**config.mk**
```make
export PLATFORM = sky130hd
export DESIGN_NAME = pipeline_hazard_ctrl
export DESIGN_NICKNAME = d
export VERILOG_FILES = /design/src/rtl/pipeline_hazard_ctrl.sv
export SDC_FILE = /design/constraint.sdc
export NUM_CORES = 1
export LEC_CHECK = 0
export ABC_CLOCK_PERIOD_IN_PS = 2100
export CORE_MARGIN = 2
export CORE_UTILIZATION = 36
export DETAILED_ROUTE_END_ITERATION = 16
export GPL_ROUTABILITY_DRIVEN = 0
export PLACE_DENSITY = 0.78
export SETUP_SLACK_MARGIN = 0.02
export SLEW_MARGIN = 10
export SYNTH_ARGS = -nofsm -noshare
export SYNTH_HDL_FRONTEND = slang
export SYNTH_SLANG_ARGS = --single-unit
```
**constraint.sdc**
```tcl
create_clock -name clk -period 2.1 [get_ports clk]
set_input_delay 0.525 -clock clk [delete_from_list [all_inputs] [get_ports clk]]
set_output_delay 0.525 -clock clk [all_outputs]
set_load 0.005 [all_outputs]
```
**src/rtl/pipeline_hazard_ctrl.sv**
```systemverilog
// Hazard sequencer for the 5-stage MIPS pipeline: load-use stall, branch/jump flush,
// memory-wait freeze with timeout. Define HAZARD_PERF_CNT_EN to add stall/flush counters.
module pipeline_hazard_ctrl #(
    parameter int MEM_TIMEOUT = 16,
    parameter int CNT_W       = 16
) (
    input  logic       clk,
    input  logic       reset,
    input  logic [4:0] id_rs,
    input  logic [4:0] id_rt,
    input  logic       id_rt_used,
    input  logic       idex_memread,
    input  logic [4:0] idex_rt,
    input  logic       ex_branch_tk,
    input  logic       id_jump,
    input  logic       mem_req,
    input  logic       mem_ready,
    output logic       pc_write,
    output logic       ifid_write,
    output logic       ifid_flush,
    output logic       idex_bubble,
    output logic       idex_flush,
    output logic       exmem_write,
    output logic       memwb_bubble,
    output logic       mem_error
`ifdef HAZARD_PERF_CNT_EN
    ,
    output logic [CNT_W-1:0] stall_cnt,
    output logic [CNT_W-1:0] flush_cnt
`endif
);

    localparam int WCW = $clog2(MEM_TIMEOUT);

    typedef enum logic [1:0] {
        S_RUN   = 2'd0,
        S_WAIT  = 2'd1,
        S_ERROR = 2'd2
    } state_t;

    state_t         state_q, state_d;
    logic [WCW-1:0] wait_cnt_q, wait_cnt_d;
    logic           freeze, loaduse;

    assign freeze  = mem_req & ~mem_ready;
    assign loaduse = idex_memread & (idex_rt != 5'd0) &
                     ((idex_rt == id_rs) | (id_rt_used & (idex_rt == id_rt)));

    always_comb begin
        state_d      = state_q;
        wait_cnt_d   = wait_cnt_q;
        pc_write     = 1'b0;
        ifid_write   = 1'b0;
        ifid_flush   = 1'b0;
        idex_bubble  = 1'b0;
        idex_flush   = 1'b0;
        exmem_write  = 1'b0;
        memwb_bubble = 1'b0;
        // Everything stays quiet while reset is held, even combinationally.
        if (reset) begin
            case (state_q)
                S_RUN, S_WAIT: begin
                    if (freeze) begin
                        memwb_bubble = 1'b1;
                    end else if (ex_branch_tk) begin
                        pc_write    = 1'b1;
                        ifid_write  = 1'b1;
                        exmem_write = 1'b1;
                        ifid_flush  = 1'b1;
                        idex_flush  = 1'b1;
                    end else if (loaduse) begin
                        exmem_write = 1'b1;
                        idex_bubble = 1'b1;
                    end else begin
                        pc_write    = 1'b1;
                        ifid_write  = 1'b1;
                        exmem_write = 1'b1;
                        ifid_flush  = id_jump;
                    end

                    if (state_q == S_RUN) begin
                        if (freeze) begin
                            state_d    = S_WAIT;
                            wait_cnt_d = WCW'(1);
                        end
                    end else if (!freeze) begin
                        state_d    = S_RUN;
                        wait_cnt_d = '0;
                    end else if (wait_cnt_q == WCW'(MEM_TIMEOUT - 1)) begin
                        state_d = S_ERROR;
                    end else begin
                        wait_cnt_d = wait_cnt_q + WCW'(1);
                    end
                end
                S_ERROR: state_d = S_ERROR;
                default: begin
                    state_d    = S_RUN;
                    wait_cnt_d = '0;
                end
            endcase
        end
    end

    assign mem_error = (state_q == S_ERROR);

    always_ff @(posedge clk or negedge reset) begin
        if (!reset) begin
            state_q    <= S_RUN;
            wait_cnt_q <= '0;
        end else begin
            state_q    <= state_d;
            wait_cnt_q <= wait_cnt_d;
        end
    end

`ifdef HAZARD_PERF_CNT_EN
    logic [CNT_W-1:0] stall_cnt_q, stall_cnt_d;
    logic [CNT_W-1:0] flush_cnt_q, flush_cnt_d;
    logic             run_or_wait;

    assign run_or_wait = (state_q == S_RUN) || (state_q == S_WAIT);

    // Saturating: the counters stick at all-ones rather than wrap.
    always_comb begin
        stall_cnt_d = stall_cnt_q;
        flush_cnt_d = flush_cnt_q;
        if (run_or_wait && !pc_write && !(&stall_cnt_q))
            stall_cnt_d = stall_cnt_q + CNT_W'(1);
        if (ifid_flush && !(&flush_cnt_q))
            flush_cnt_d = flush_cnt_q + CNT_W'(1);
    end

    always_ff @(posedge clk or negedge reset) begin
        if (!reset) begin
            stall_cnt_q <= '0;
            flush_cnt_q <= '0;
        end else begin
            stall_cnt_q <= stall_cnt_d;
            flush_cnt_q <= flush_cnt_d;
        end
    end

    assign stall_cnt = stall_cnt_q;
    assign flush_cnt = flush_cnt_q;
`endif

endmodule

```
Word-level counts from Yosys, hierarchy flattened --
Cells that the tools add are included.
Cells by class: add/subtract/negate cells 1, $mul 0, div/mod/pow operators 0, magnitude comparators 0, equal/unequal tests 8, shifts and indexed selects 0, mux-type cells 35, bitwise logic cells 7, reduce and logical (&&, ||, !) cells 5
Operators by type and width (number):
- $mux W1 | 25
- $mux W4 | 4
- $eq A5 B5 Y1 | 2
- $mux W2 | 4
- $ne A4 B4 Y1 const B | 2
- $pmux W4 S2 | 1
- $reduce_bool A5 Y1 | 1
- $add A4 B1 Y4 const B | 1
- $and A1 B1 Y1 | 4
- $eq A4 B4 Y1 const B | 1
- $pmux W2 S2 | 1
- $reduce_and A4 Y1 | 1
- $ne A3 B3 Y1 const B | 1
- $reduce_and A3 Y1 | 1
- $eq A2 B1 Y1 const B | 1
- $eq A2 B2 Y1 const B | 1
- $logic_not A2 Y1 | 1
- $not A1 Y1 | 2
- $reduce_or A2 Y1 | 1
- $or A1 B1 Y1 | 1
Storage, ports and cells: bits in registers 6, latch bits 0, RAM bits 0, bits in read-only memories 0, bits of input ports 23, output and inout port bits 8, word-level logic and storage cells 58, memories 0

Longest topological paths before layout --
word-level depth 9, gate-level depth with buffers 5, gate-level depth less buffers 5

Worst setup path before layout --
OpenSTA, ideal clock, no wires.
kind input port to output port, from input port idex_rt[1], to output port pc_write, arrival time 1524 ps, data required time 1575 ps, slack 51 ps, stages on the path 5, buffers on the path 1, cells stage by stage or4_1 nor2_1 nor3b_1 a21boi_1 buf_4
On the way: cells in the longest elaborated chain, start to end 9, elaborated cells on any way between the ends 12, those cells by class eq/ne (2); mux (5); bitwise (4); reduce/logical (1)
RTL lines:
- start, declared | line 13 | input logic [4:0] idex_rt,
- $eq A5 B5 Y1 | line 47 | ((idex_rt == id_rs) | (id_rt_used & (idex_rt == id_rt)));
- $and A1 B1 Y1 | line 47
- $or A1 B1 Y1 | line 47
- $and A1 B1 Y1 (*) | line 46 | assign loaduse = idex_memread & (idex_rt != 5'd0) &
- $mux W1 (*) (5 in a row)
- end, declared | line 18 | output logic pc_write,
Mark *: on every way between the ends. The rest lies on a longest branch, timed or not.

Final worst setup path --
from input port idex_rt[3], to output port pc_write
On the way: cells in the longest elaborated chain, start to end 9, elaborated cells on any way between the ends 12, those cells by class eq/ne (2); mux (5); bitwise (4); reduce/logical (1)
RTL lines:
- $eq A5 B5 Y1 | line 47
- $and A1 B1 Y1 | line 47
- $or A1 B1 Y1 | line 47
- $and A1 B1 Y1 (*) | line 46
- $mux W1 (*) | line 71 | end else if (loaduse) begin
- $mux W1 (*) | line 65 | end else if (ex_branch_tk) begin
- $mux W1 (*) | line 63 | if (freeze) begin
- $mux W1 (*) | line 61 | case (state_q)
- $mux W1 (*) | line 60 | if (reset) begin
Marks and branches as above.

==> run summary <==
FP Rows: 13
sw frac: 27.3%
Setup crit start: idex_rt[3]
Worst Tran Pin Value: 0.351 ns
hpwl dp: 1150 um
RSZ-0062 raised after global routing: yes
Final ANT Viol Nets: 0
Final #Nets: 134
Period minus WS final: 2.11 ns
worst r2r path cells: 7
Root Driver: clkbuf_4
setup TNS: -0.0346 ns
flop2flop setup slack: 0.65 ns
cell internal pwr: 0.266 mW
Die Area: 1750 um2
CTS Buf Count: 3
# IOs: 31
outcome: finished, violations left
WS Path Type: input pin to primary output
Worst Path Arrival: 1.59 ns
Yosys cell types: 23
largest net degree at the start of global routing: 15
Initial DRT Pass Iterations: 4
failing checks: negative setup slack
ranking of synthesized cells by area: dfrtp_1 (29%), xnor2_1 (17%), o21ai_0 (8.7%)
Leakage: 0.426 nW
type of the worst min-delay path: input pin to async pin
final period utilization: 101%
# clock sinks: 6
Core Region: 1320 um2
post-layout util: 69.3%
vias per cell: 5.19
Worst Setup Start Kind: input pin
clk buf depth: 2
Max-Cap Viols: 0
Mapped Nets: 88
Synth Instances: 64
non-filler instance count after layout: 123
total number of vias: 638
Synth Area per Inst: 8.05 um2
FMAX: 473 MHz
DRC Markers: 0
H-tree levels: 1
first-pass GRT wire length: 2720 um
share of cells above drive strength 1: 32.4%
vias in the first global route: 619
Worst-Skew Late Latency: 0.24 ns
Hold WS: 0.345 ns
Congestion Overflow GR: 0
yosys warns: 0
Comb power frac: 35.1%
placed instance count: 116
Area Overhead vs Synth: 77.2%
Design Power: 0.367 mW
chip height: 41.8 um
#FFs+latches synth: 6
area leader, netlist: dfrtp_1
most frequent cells in the layout: dlygate4sd2_1 (13), buf_4 (12), xnor2_1 (10), o21ai_0 (9)
VDD IR max: 0.415 mV
Post-Syn Area: 515 um2
Yosys top cell area share: 29.1%
Pwr Density: 401 nW/um2
total global-route track usage: 19.7%
Final setup viols: 3
Avg WL per Cell: 12.8 um
clk_skew: 0.00355 ns
reg2reg start: state_q[1]
crit path max fanout: 3
register share of total power: 37.6%
Switch Pwr: 0.100 mW
WL final: 1570 um
PortBufs: 30
initial core utilization: 39.1%
fill count: 115
CTS tree: yes
max-slew violation count: 0
Seq/Total Area, Yosys: 29.1%
r2r endpoint: wait_cnt_q[2]
Initial DRC Count: 10
PnR worst setup slack: -0.0139 ns
Clock Power Share: 27.4%
antenna cells: 0
clk slew on worst S/H paths: 0.04 ns
CP Capture Type: primary output
Die X-Extent: 41.8 um
critical path required time: 1.57 ns
final hold vios: 0
commonest non-fill, non-tap cell in the layout: dlygate4sd2_1
Max-slew headroom: 76.3%
initial antenna violation count: 0
[registers in the layout (all words and copies together), names as in the netlist]
signal and cells:
wait_cnt_q 4, state_q 2
[layout make-up]
| type | instances | area [um2] | share of cell area [%] |
|---|---|---|---|
| well taps | 15 | 18.8 | 2.05 |
| repair buffers | 42 | 320 | 35.1 |
| clock buffers | 3 | 22.5 | 2.47 |
| inverters | 2 | 7.51 | 0.822 |
| multi-input cells | 55 | 394 | 43.2 |
| flip-flops and latches | 6 | 150 | 16.4 |
[metrics by stage]
step	cell area [um2]	setup slack (ns)
2_1_floorplan	515	0.0506
6_report	913	-0.0139
4_1_cts	932	-0.0275
5_1_grt	913	-0.0868
3_3_place_gp	887	-0.751
3_5_place_dp	887	-0.794
[what timing repair did]
action / 4_1_cts / 5_1_grt
setup endpoints to repair: 7 / 5
gates resized for setup: 63 / 5
pin swaps: 19 / 4
buffers inserted: 4 / 0
hold buffers: 0 / 0
[worst max-delay path: stages]
cell      delay, ns
buf_6          0.09
or4_4          0.54
nor2_4         0.10
nor3b_2        0.06
a21boi_2       0.15
buf_2          0.13
[cell usage after synthesis]
cell       count
nor2b_1        2
inv_1          2
dfrtp_1        6
nand4_1        1
a31oi_1        1
xnor2_1       10
nor2_1         1
o211ai_1       1
a21oi_1        4
nand2_1        7
nor3b_1        3
and2_1         2
or3_1          1
o21ai_0        9
nand4bb_1      1
or4_1          1
o22ai_1        1
a21boi_1       1
a41oi_1        1
buf_4          1
ha_1           1
nand3_1        3
and3_1         4
[layer usage]
metal	routed length, um	GRT usage [%]	part of all wire [%]	vias up
met5	0	0	0	-
met4	14	9.03	0.89	0
met3	116	3.04	7.4	2
met2	716	31.6	46	32
met1	726	25.9	46	282
li1	-	-	-	322
[power groups by stage]
stage          clock network, mW  registers (mW)  logic, mW
2_1_floorplan                  0           0.136     0.0531
6_report                   0.100           0.138      0.129
3_3_place_gp                   0           0.139      0.131
5_1_grt                    0.115           0.139      0.143
4_1_cts                    0.104           0.138      0.129
3_5_place_dp                   0           0.139      0.134
[worst max path at each step]
stage                  endpoint  slack, ns  cells past startpoint
floorplan              pc_write       0.05                      5
global placement       pc_write      -0.75                      6
detailed placement     pc_write      -0.79                      6
CTS                 idex_bubble      -0.03                      6
global route           pc_write      -0.09                      6
finish                 pc_write      -0.01                      6
[logic make-up after synthesis]
| group | count (synthesis) | share of synthesized area, % |
|---|---|---|
| and+or+nand+nor | 26 | 28.9 |
| AOI/OAI and AO/OA | 18 | 19.7 |
| xor gates and xnor gates | 10 | 17.0 |
| DFF | 6 | 29.1 |
| buffers and inverters | 3 | 2.91 |
| adders and majority gates | 1 | 2.43 |
No activity file was read; power rests on OpenSTA's default activity.
